## config.mk

```make
export PLATFORM = sky130hd
export DESIGN_NAME = rr_stream_arbiter
export DESIGN_NICKNAME = d
export VERILOG_FILES = /design/src/rtl/rr_stream_arbiter.sv
export SDC_FILE = /design/constraint.sdc
export NUM_CORES = 1
export LEC_CHECK = 0
export CAP_MARGIN = 20
export CORE_AREA = 10 10 60 62
export DETAILED_ROUTE_END_ITERATION = 10
export DIE_AREA = 0 0 70 72
export PLACE_DENSITY = 0.92
export SYNTH_ARGS = -nofsm -noshare
export SYNTH_HDL_FRONTEND = slang
export SYNTH_SLANG_ARGS = --single-unit
```

## constraint.sdc

```tcl
create_clock -name clk -period 5.5 [get_ports clk]
set_input_delay 1.65 -clock clk [delete_from_list [all_inputs] [get_ports clk]]
set_output_delay 1.65 -clock clk [all_outputs]
set_load 0.02 [all_outputs]
```

## src/rtl/rr_stream_arbiter.sv

```systemverilog
// rr_stream_arbiter: N-to-1 round-robin stream arbiter feeding a one-entry output register.
// Define RR_STREAM_ARBITER_PKT_LOCK_EN to keep the grant on one channel until its in_last beat.
module rr_stream_arbiter #(
  parameter  int WIDTH    = 8,
  parameter  int SIZE     = 2,
  localparam int CHANNELS = 2**SIZE
) (
  input  logic                      clk,
  input  logic                      rst,
  input  logic [CHANNELS*WIDTH-1:0] in_data,
  input  logic [CHANNELS-1:0]       in_valid,
  output logic [CHANNELS-1:0]       in_ready,
`ifdef RR_STREAM_ARBITER_PKT_LOCK_EN
  input  logic [CHANNELS-1:0]       in_last,
  output logic                      out_last,
`endif
  output logic [WIDTH-1:0]          out_data,
  output logic [SIZE-1:0]           out_sel,
  output logic                      out_valid,
  input  logic                      out_ready
);

  logic [WIDTH-1:0]    outData_q, outData_d;
  logic [SIZE-1:0]     outSel_q, outSel_d;
  logic                outValid_q, outValid_d;
  logic [SIZE-1:0]     ptr_q, ptr_d;

  logic                loadEn;
  logic                accept;
  logic                hasWinner;
  logic [SIZE-1:0]     winner;
  logic [SIZE-1:0]     scanIdx;
  logic [CHANNELS-1:0] candValid;
  logic                winnerLast;

  assign loadEn = !outValid_q || out_ready;
  assign accept = loadEn && hasWinner;

`ifdef RR_STREAM_ARBITER_PKT_LOCK_EN
  logic                lock_q, lock_d;
  logic [SIZE-1:0]     lockCh_q, lockCh_d;
  logic                outLast_q, outLast_d;

  // While a packet is open only its channel may compete, idle or not.
  assign candValid  = lock_q ? (in_valid & (CHANNELS'(1) << lockCh_q)) : in_valid;
  assign winnerLast = in_last[winner];

  always_comb begin
    lock_d    = lock_q;
    lockCh_d  = lockCh_q;
    outLast_d = outLast_q;
    if (accept) begin
      outLast_d = winnerLast;
      lock_d    = !winnerLast;
      lockCh_d  = winner;
    end
  end

  always_ff @(posedge clk) begin
    if (rst) begin
      lock_q    <= 1'b0;
      lockCh_q  <= '0;
      outLast_q <= 1'b0;
    end else begin
      lock_q    <= lock_d;
      lockCh_q  <= lockCh_d;
      outLast_q <= outLast_d;
    end
  end

  assign out_last = outLast_q;
`else
  assign candValid  = in_valid;
  assign winnerLast = 1'b1;
`endif

  // Scan starting at the pointer; the SIZE-bit add wraps the search around.
  always_comb begin
    hasWinner = 1'b0;
    winner    = '0;
    scanIdx   = '0;
    for (int k = 0; k < CHANNELS; k++) begin
      scanIdx = ptr_q + SIZE'(k);
      if (!hasWinner && candValid[scanIdx]) begin
        hasWinner = 1'b1;
        winner    = scanIdx;
      end
    end
  end

  assign in_ready = (!rst && accept) ? (CHANNELS'(1) << winner) : '0;

  always_comb begin
    outData_d  = outData_q;
    outSel_d   = outSel_q;
    outValid_d = outValid_q;
    ptr_d      = ptr_q;
    if (accept) begin
      outData_d  = in_data[winner*WIDTH +: WIDTH];
      outSel_d   = winner;
      outValid_d = 1'b1;
      if (winnerLast) begin
        ptr_d = winner + SIZE'(1);
      end
    end else if (loadEn && out_ready) begin
      outValid_d = 1'b0;
    end
  end

  always_ff @(posedge clk) begin
    if (rst) begin
      outData_q  <= '0;
      outSel_q   <= '0;
      outValid_q <= 1'b0;
      ptr_q      <= '0;
    end else begin
      outData_q  <= outData_d;
      outSel_q   <= outSel_d;
      outValid_q <= outValid_d;
      ptr_q      <= ptr_d;
    end
  end

  assign out_data  = outData_q;
  assign out_sel   = outSel_q;
  assign out_valid = outValid_q;

endmodule

```

==> results by group, run 1 <==
STA
  – Final clock skew: 0.003380 ns
  – Final period util: 0.9849
  – Actual slew at the worst max-slew pin: 0.8898 ns
  – Min Clock Period, post-route: 5.417 ns
  – Slew margin rel.: 0.4068
  – Fmax: 184.6 MHz
  – Final Max Slew Viols: 0
  – Fin Setup TNS: 0 ns
  – Final hold vios: 0
  – Final setup violation count: 0

Placed design
  – DP Wirelength: 2.692 mm
  – RePlAce Congestion: 0.9031
  – Buffers added on ports: 53

Detailed routing
  – WL per Instance: 18.01 um
  – Routed Wire Length: 3.296 mm
  – Final ANT Viol Nets: 0
  – DRT Pass-1 Iters: 4
  – Avg Vias per Cell: 5.645
  – DRT iter0 DRCs: 126
  – DR DRC count: 0
  – Vias: 1033

CTS
  – CTS root buffer: clkbuf_4
  – Worst skew pair latency: 0.29 ns
  – CTS H-tree lvls: 1
  – Clk slew on worst S/H paths: 0.08 ns
  – Max Buffers Root-to-Sink: 2
  – CTS Sinks: 13
  – Total CTS buffers: 3
  – CTS tree: yes

Layout
  – Share of layout cells above drive strength 1: 0.1438
  – Commonest cells after routing, fill and taps aside: 51 x clkdlybuf4s50_1, 13 x dfxtp_1, 9 x mux2i_1, 9 x a211oi_1
  – Ant diodes: 0
  – Commonest non-fill, non-tap cell in the layout: clkdlybuf4s50_1
  – Fin nets: 193
  – Area Overhead vs Synth: 62.13%
  – Fillers: 199

Pwr
  – P per Cell Area: 223.1 mW/mm^2
  – Peak VDD IR: 0.1305 mV
  – Tot Pwr: 0.0003395 W
  – Leak: 0.5929 nW

Global route
  – Met1 Use GR: 0.1443
  – Vias in the first global route: 1063
  – Total GRT Usage: 0.1238
  – First-pass GRT wire length: 5.278 mm
  – Met3 usage: 0.04218
  – Met2 usage: 0.2115
  – Grt total ovfl: 0
  – Initial antenna violation count: 0
  – Largest net degree at the start of global routing: 14
  – GR peak layer: met2

Floorplanning
  – Die height: 72 um
  – Die width: 70 um
  – Die outline area: 0.005040 mm^2
  – # rows: 18
  – Core box area: 0.002432 mm^2
  – Initial Utilization: 0.3858
  – # IOs: 54

Min path
  – Hold Crit Class: reg -> reg

Critical path
  – Setup crit end kind: output port
  – Worst-path fanout max: 5
  – Worst Path Required: 3.85 ns
  – Kind of critical path: in -> out
  – WP data arrival: 3.77 ns
  – Worst setup SP type: input pin

Synth
  – Sequential share of the synthesized area: 0.2773
  – Mapped Area: 938.4 um^2
  – Post-Syn Instances: 98
  – Yosys reg bits: 13
  – Syn Area/Cell: 9.576 um^2
  – Synth Net Count: 137
  – Count of cell types in the netlist: 28
  – Yosys warns: 0

Run status
  – Status: completed

Job
  – Max-cap violations: 0
-- timing repair --
item | in CTS | in global routing
hold buffers | 0 | 0
endpoints found under the setup margin | 0 | 2
buffers inserted | 0 | 0
resized for setup | 0 | 2
-- worst paths after layout --
check / start / slack, ns / endpoint / cells after the start
worst max-delay path: in_valid[0] / 0.08 / in_ready[1] / 6
worst min-delay path: out_sel[1] / 0.46 / out_sel[1] / 2
worst max register to register: ptr_q[1] / 3.54 / out_data[7] / 6
worst min register to register: out_sel[1] / 0.46 / out_sel[1] / 2
-- area by class of cell --
type | instances | area, um^2 | area share
clock buffers | 4 | 26.28 | 0.01727
inverters | 2 | 7.507 | 0.004934
multi-input cells | 75 | 609.3 | 0.4005
flip-flops and latches | 13 | 260.3 | 0.1711
well taps | 30 | 37.54 | 0.02467
repair buffers | 59 | 580.6 | 0.3816
-- power breakdown --
group	leakage (nW)	total, W	switching (W)	internal, W
logic	0.470	0.000162	0.0000784	0.0000839
registers	0.108	0.000115	0.00000843	0.000106
clock network	0.0150	0.0000624	0.0000341	0.0000283
-- state kept, by name, summed over array words and instances (netlist names) --
name	cells
out_sel	2
ptr_q	2
out_valid	1
out_data	8
-- layer usage --
metal / share of wire / wire length, um
met1: 0.40 / 1313
met4: 0.013 / 42
met5: 0 / 0
met3: 0.098 / 323
met2: 0.49 / 1617
-- Yosys cell counts --
master     count  share of area
dfxtp_1       13           0.28
a211oi_1       9          0.072
mux2i_1        9          0.096
a21boi_0       8          0.064
o21bai_1       8          0.064
a2111oi_2      7           0.11
a21oi_1        7          0.037
nand2_1        6          0.024
nor4_1         4          0.027
buf_6          3          0.036
nor2_1         3          0.012
buf_4          2          0.016
clkbuf_1       2         0.0080
inv_1          2         0.0080
o22a_1         2          0.019
a2111oi_0      1         0.0093
a21o_2         1         0.0093
a21o_4         1          0.016
a311oi_1       1         0.0093
and2_4         1         0.0093
buf_2          1         0.0053
nand2_4        1          0.012
nand2b_1       1         0.0067
nand2b_4       1          0.015
nor3b_1        1         0.0080
nor4_2         1          0.013
o21a_1         1         0.0080
o22ai_1        1         0.0067
-- logic make-up after synthesis --
| group | synth area share |
|---|---|
| flops | 0.2773 |
| buf+inv | 0.07333 |
| simple gates | 0.1267 |
| mux | 0.09600 |
| compound gates | 0.4267 |
-- worst max-delay path, stage by stage --
cell and delay [ns]:
clkdlybuf4s50_1 0.56, a21oi_1 0.10, o21a_1 0.19, o22a_1 0.23, nor4_1 0.35, clkdlybuf4s50_1 0.68
-- stage by stage --
stage | setup slack [ns] | cells | hold slack (ns) | area, um^2 | utilization
floorplan | 0.8512 | 98 | 0.4900 | 938.4 | -
global placement | 0.1781 | 179 | 0.4492 | 1490 | 0.6127
detailed placement | 0.07964 | 179 | 0.4513 | 1490 | 0.6127
CTS | 0.06894 | 183 | 0.4621 | 1516 | 0.6235
global route | -0.03333 | 183 | 0.5046 | 1521 | 0.6255
finish | 0.08305 | 183 | 0.4617 | 1521 | 0.6255
No activity file was read; power rests on OpenSTA's default activity.
==> inputs of run 2 (changes only) <==
--- a/config.mk
+++ b/config.mk
@@ -9,7 +9,9 @@
 export CORE_AREA = 10 10 60 62
 export DETAILED_ROUTE_END_ITERATION = 10
 export DIE_AREA = 0 0 70 72
+export MAX_ROUTING_LAYER = met4
 export PLACE_DENSITY = 0.92
+export SETUP_SLACK_MARGIN = 0.2
 export SYNTH_ARGS = -nofsm -noshare
 export SYNTH_HDL_FRONTEND = slang
 export SYNTH_SLANG_ARGS = --single-unit
==> run 2 against run 1 <==
  * Clock skew grew 0.0031 ns
  * Cell count unchanged
  * First-iteration DRC count is 25% lower
  * Via count is 0.87% lower
  * Power is 0.34% lower
  * Critical path depth did not move
  * Register-to-register slack is essentially flat
  * Global-route usage is 0.38 points higher
  * Utilization down 0.26 points
==> results by group, run 2 (same netlist as run 1, synthesis figures left out) <==
Run status
  – Status: completed

Detailed routing
  – Final ANT Viol Nets: 0
  – Vias: 1024
  – DR DRC count: 0
  – DRT Pass-1 Iters: 4
  – Avg Vias per Cell: 5.596
  – WL per Instance: 18.13 um
  – DRT iter0 DRCs: 94
  – Routed Wire Length: 3.317 mm

Min path
  – Cells on Worst Hold Path: 2
  – Hold Crit Class: reg -> reg
  – WHS Endpoint: out_sel[1]
  – Worst hold start: out_sel[1]

Job
  – Max-cap violations: 0

Floorplanning
  – # rows: 18
  – Initial Utilization: 0.3858
  – # IOs: 54
  – Die height: 72 um
  – Die width: 70 um
  – Die outline area: 0.005040 mm^2
  – Core box area: 0.002432 mm^2

Critical path
  – Worst-path fanout max: 8
  – Worst setup SP type: input pin
  – R2R cell count: 6
  – Worst Path Required: 3.85 ns
  – RR Endpoint: out_data[7]
  – Critical R2R Launch: ptr_q[1]
  – R2r setup slk: 3.54 ns
  – WP data arrival: 3.47 ns
  – Kind of critical path: in -> out
  – Setup crit end kind: output port

Placed design
  – Cells after DPL: 179
  – RePlAce Congestion: 0.9185
  – DP Wirelength: 2.692 mm
  – Buffers added on ports: 53

CTS
  – CTS Sinks: 13
  – CTS root buffer: clkbuf_4
  – Clk slew on worst S/H paths: 0.08 ns
  – Total CTS buffers: 3
  – CTS tree: yes
  – Max Buffers Root-to-Sink: 2
  – CTS H-tree lvls: 1
  – Hold buffer count at CTS: 0
  – Worst skew pair latency: 0.29 ns

STA
  – Final period util: 0.9302
  – Final hold vios: 0
  – Final clock skew: 0.006523 ns
  – RSZ-0062 raised after global routing: false
  – Actual slew at the worst max-slew pin: 0.8809 ns
  – Min Clock Period, post-route: 5.116 ns
  – Slew margin rel.: 0.4127
  – Fin Setup TNS: 0 ns
  – Final setup violation count: 0
  – Fmax: 195.5 MHz
  – Final Max Slew Viols: 0

Global route
  – Grt total ovfl: 0
  – First-pass GRT wire length: 5.278 mm
  – Initial antenna violation count: 0
  – Largest net degree at the start of global routing: 14
  – Total GRT Usage: 0.1276
  – Vias in the first global route: 1064

Layout
  – Share of layout cells above drive strength 1: 0.1438
  – Fin util: 0.6229
  – Commonest non-fill, non-tap cell in the layout: clkdlybuf4s50_1
  – Max reg flops: 8
  – Ant diodes: 0
  – Fin nets: 193
  – Area Overhead vs Synth: 61.47%
  – Final std cells w/o fill: 183
  – Commonest cells after routing, fill and taps aside: 49 x clkdlybuf4s50_1, 13 x dfxtp_1, 9 x mux2i_1, 9 x a211oi_1

Pwr
  – Tot Pwr: 0.0003383 W
  – P per Cell Area: 223.3 mW/mm^2
  – Peak VDD IR: 0.1307 mV
  – Leak: 0.5899 nW
## run 2: per-stage QoR
step / instance area [um^2] / hold WS [ns] / setup slack [ns]
after floorplan: 938.4 / 0.4900 / 0.8512
after global placement: 1490 / 0.4492 / 0.1781
after detailed placement: 1490 / 0.4513 / 0.07964
after CTS: 1513 / 0.4621 / 0.2730
after global routing: 1515 / 0.5046 / 0.2729
final: 1515 / 0.4668 / 0.3837
## run 2: critical path, cell delays in order
cell	delay, ns
clkdlybuf4s50_1	0.59
mux2i_1	0.11
o22a_1	0.27
and2_4	0.21
nor4_1	0.25
dlygate4sd2_1	0.38
## run 2: cell type report
cell class / count / area (um^2)
Multi-Input combinational cell: 75 / 609.3
Fill cell: 202 / 917.1
Tap cell: 30 / 37.54
Timing Repair Buffer: 59 / 574.3
Clock buffer: 4 / 26.28
Sequential cell: 13 / 260.3
Inverter: 2 / 7.507
## run 2: timing repair
| action | 4_1_cts | 5_1_grt |
|---|---|---|
| setup buffers | 0 | 0 |
| setup endpoints to repair | 3 | 1 |
| hold endpoints to repair | 0 | 0 |
| resized for setup | 3 | 1 |
## run 2: per-layer routing
metal	global-route usage	share of wire	vias to the layer above
met5	-	0	-
li1	-	-	491
met3	0.02857	0.060	2
met4	0.03289	0.0039	0
met2	0.2115	0.50	49
met1	0.1528	0.44	482
## run 2: how the worst max path moves through the flow
stage | slack (ns) | to | from | cells past startpoint
floorplan | 0.85 | in_ready[0] | in_valid[0] | 5
global placement | 0.18 | in_ready[0] | in_valid[2] | 6
detailed placement | 0.08 | in_ready[0] | in_valid[2] | 6
CTS | 0.27 | in_ready[3] | in_valid[2] | 6
global route | 0.27 | in_ready[2] | in_valid[2] | 6
finish | 0.38 | in_ready[0] | in_valid[2] | 6
## run 2: where the power goes
| part | leakage (nW) | switching, W | internal [W] | total (W) |
|---|---|---|---|---|
| registers | 0.108 | 0.00000843 | 0.000106 | 0.000115 |
| logic | 0.467 | 0.0000788 | 0.0000829 | 0.000162 |
| clock network | 0.0150 | 0.0000337 | 0.0000282 | 0.0000619 |
| total | 0.590 | 0.000121 | 0.000217 | 0.000338 |
==> inputs of run 3 (changes only) <==
--- a/config.mk
+++ b/config.mk
@@ -7,6 +7,7 @@
 export LEC_CHECK = 0
 export CAP_MARGIN = 20
 export CORE_AREA = 10 10 60 62
+export CTS_BUF_LIST = sky130_fd_sc_hd__clkbuf_16
 export DETAILED_ROUTE_END_ITERATION = 10
 export DIE_AREA = 0 0 70 72
 export MAX_ROUTING_LAYER = met4
==> run 3 against run 2 <==
  * Count of clock-buffer cells in the layout is 1 lower
  * Critical path type unchanged
  * Flip-flop and latch count did not move
  * Fmax fell by 0.49%
  * Power is 23% higher
  * Cell count unchanged
  * First-iteration DRC count up 67%
  * Critical endpoint unchanged
  * Via count grew 2.2%
==> results by group, run 3 (same netlist as run 1, synthesis figures left out) <==
Run status
  – Status: completed

Pwr
  – P per Cell Area: 264.7 mW/mm^2
  – Int Power: 0.0002856 W
  – Peak VDD IR: 0.1932 mV
  – Clock share of power: 0.327
  – Switching Fraction: 0.3117
  – Combinational power share: 0.394
  – Switching power: 0.0001293 W
  – Leak: 0.6172 nW
  – Sequential share of power: 0.279

Detailed routing
  – Max Used Layer: met4
  – DR DRC count: 0
  – Routed Wire Length: 3.467 mm
  – Routed wl met2: 1.742 mm
  – DRT iter0 DRCs: 157
  – Met3 Routed Length: 249 um
  – Vias: 1047
  – Avg Vias per Cell: 5.721
  – DRT Pass-1 Iters: 4
  – Final ANT Viol Nets: 0
  – WL per Instance: 18.95 um
  – Wl on met1: 1.436 mm

Global route
  – Vias in the first global route: 1094
  – Grt total ovfl: 0
  – Total GRT Usage: 0.1374
  – First-pass GRT wire length: 5.589 mm
  – Largest net degree at the start of global routing: 14
  – Initial antenna violation count: 0

Layout
  – Commonest cells after routing, fill and taps aside: 49 x clkdlybuf4s50_1, 13 x dfxtp_1, 9 x mux2i_1, 9 x a211oi_1
  – Share of layout cells above drive strength 1: 0.1438
  – Max reg flops: 8
  – Area Overhead vs Synth: 67.07%
  – Ant diodes: 0
  – Fin nets: 193
  – Fillers: 192
  – Commonest non-fill, non-tap cell in the layout: clkdlybuf4s50_1

CTS
  – Worst skew pair latency: 0.24 ns
  – CTS H-tree lvls: 1
  – CTS tree: yes
  – Max Buffers Root-to-Sink: 2
  – Total CTS buffers: 3
  – CTS root buffer: clkbuf_16
  – Clk slew on worst S/H paths: 0.04 ns
  – CTS Sinks: 13

Critical path
  – Kind of critical path: in -> out
  – Slowest stage delay, CP: 0.59 ns
  – Worst setup SP type: input pin
  – Critical R2R Launch: ptr_q[1]
  – Worst Path Required: 3.85 ns
  – CP top delay family: buffers and inverters
  – WP data arrival: 3.49 ns
  – R2R cell count: 6
  – Worst-path fanout max: 8
  – Setup crit end kind: output port
  – Slowest stage cell, crit path: clkdlybuf4s50_1
  – Cells along the critical path: clkdlybuf4s50_1 > mux2i_1 > o22a_1 > and2_4 > nor4_1 > dlygate4sd2_1
  – Levels on crit path: 6
  – RR Endpoint: out_data[7]
  – Worst Path Buf+Inv: 2
  – R2r setup slk: 3.53 ns

Min path
  – Hold Crit Class: reg -> reg
  – Cells on Worst Hold Path: 2
  – Worst hold start: out_sel[1]
  – WHS Endpoint: out_sel[1]

Floorplanning
  – Die outline area: 0.005040 mm^2
  – Die width: 70 um
  – Core box area: 0.002432 mm^2
  – # rows: 18
  – Initial Utilization: 0.3858
  – Die height: 72 um
  – # IOs: 54

STA
  – Final clock skew: 0.002150 ns
  – Final hold vios: 0
  – Fin Setup TNS: 0 ns
  – Final setup violation count: 0
  – RSZ-0062 raised after global routing: false
  – Final Max Slew Viols: 0
  – Actual slew at the worst max-slew pin: 0.9093 ns
  – Slew margin rel.: 0.3938
  – Final period util: 0.9348
  – Min Clock Period, post-route: 5.141 ns
  – Min Hold Slack: 0.4541 ns
  – Fmax: 194.5 MHz

Placed design
  – RePlAce Congestion: 0.9185
  – Buffers added on ports: 53
  – DP Wirelength: 2.692 mm

Job
  – Max-cap violations: 0
==> run 3: changes by cell type in the layout (fill, tap and decap cells not counted) <==
cell / delta
inv_1: +1
clkbuf_1: -1
clkbuf_16: +3
clkbuf_4: -3
==> run 3: power by group through the flow <==
stage	Sequential, W	Clock, W	Combinational, W
after floorplan	0.000127	0	0.0000836
after global placement	0.000116	0	0.000157
after detailed placement	0.000117	0	0.000163
after CTS	0.000115	0.000137	0.000163
after global routing	0.000117	0.000142	0.000175
final	0.000116	0.000136	0.000164
==> run 3: layout make-up <==
class / instances / area (um^2) / area share
multi-input cells: 75 / 609.3 / 0.3887
clock inverters: 1 / 3.754 / 0.002394
inverters: 2 / 7.507 / 0.004789
flip-flops and latches: 13 / 260.3 / 0.1660
clock buffers: 3 / 75.07 / 0.04789
well taps: 30 / 37.54 / 0.02394
repair buffers: 59 / 574.3 / 0.3663
==> run 3: worst max path at each step <==
stage / from / to / slack, ns
finish: in_valid[2] / in_ready[0] / 0.36
global placement: in_valid[2] / in_ready[0] / 0.18
detailed placement: in_valid[2] / in_ready[0] / 0.08
floorplan: in_valid[0] / in_ready[0] / 0.85
global route: in_valid[2] / in_ready[2] / 0.28
CTS: in_valid[2] / in_ready[3] / 0.27
==> run 3: through the flow <==
step                      setup slack (ns)  cells   power, W  utilization  instance area [um^2]
after floorplan                     0.8512     98  0.0002105            -                 938.4
after global placement              0.1781    179  0.0002734       0.6127                  1490
after detailed placement           0.07964    179  0.0002792       0.6127                  1490
after CTS                           0.2725    183  0.0004153       0.6435                  1565
after global routing                0.2826    183  0.0004336       0.6445                  1568
final                               0.3588    183  0.0004150       0.6445                  1568
==> run 3: layer usage <==
| metal | vias up | GRT usage |
|---|---|---|
| li1 | 495 | - |
| met1 | 487 | 0.1590 |
| met2 | 58 | 0.2296 |
| met3 | 7 | 0.03537 |
| met4 | 0 | 0.03947 |
| met5 | - | - |
==> run 3: timing repair <==
item | in CTS | in global routing
hold buffers | 0 | 0
buffers inserted | 0 | 0
gates resized for setup | 3 | 1
endpoints found under the setup margin | 3 | 1
==> run 3: tightest hold or removal path: cells and delay by family (launching register included) <==
kind               cells  cell delay (ns)
DFF                    1             0.30
and+or+nand+nor        1             0.05
AOI/OAI and AO/OA      1             0.05
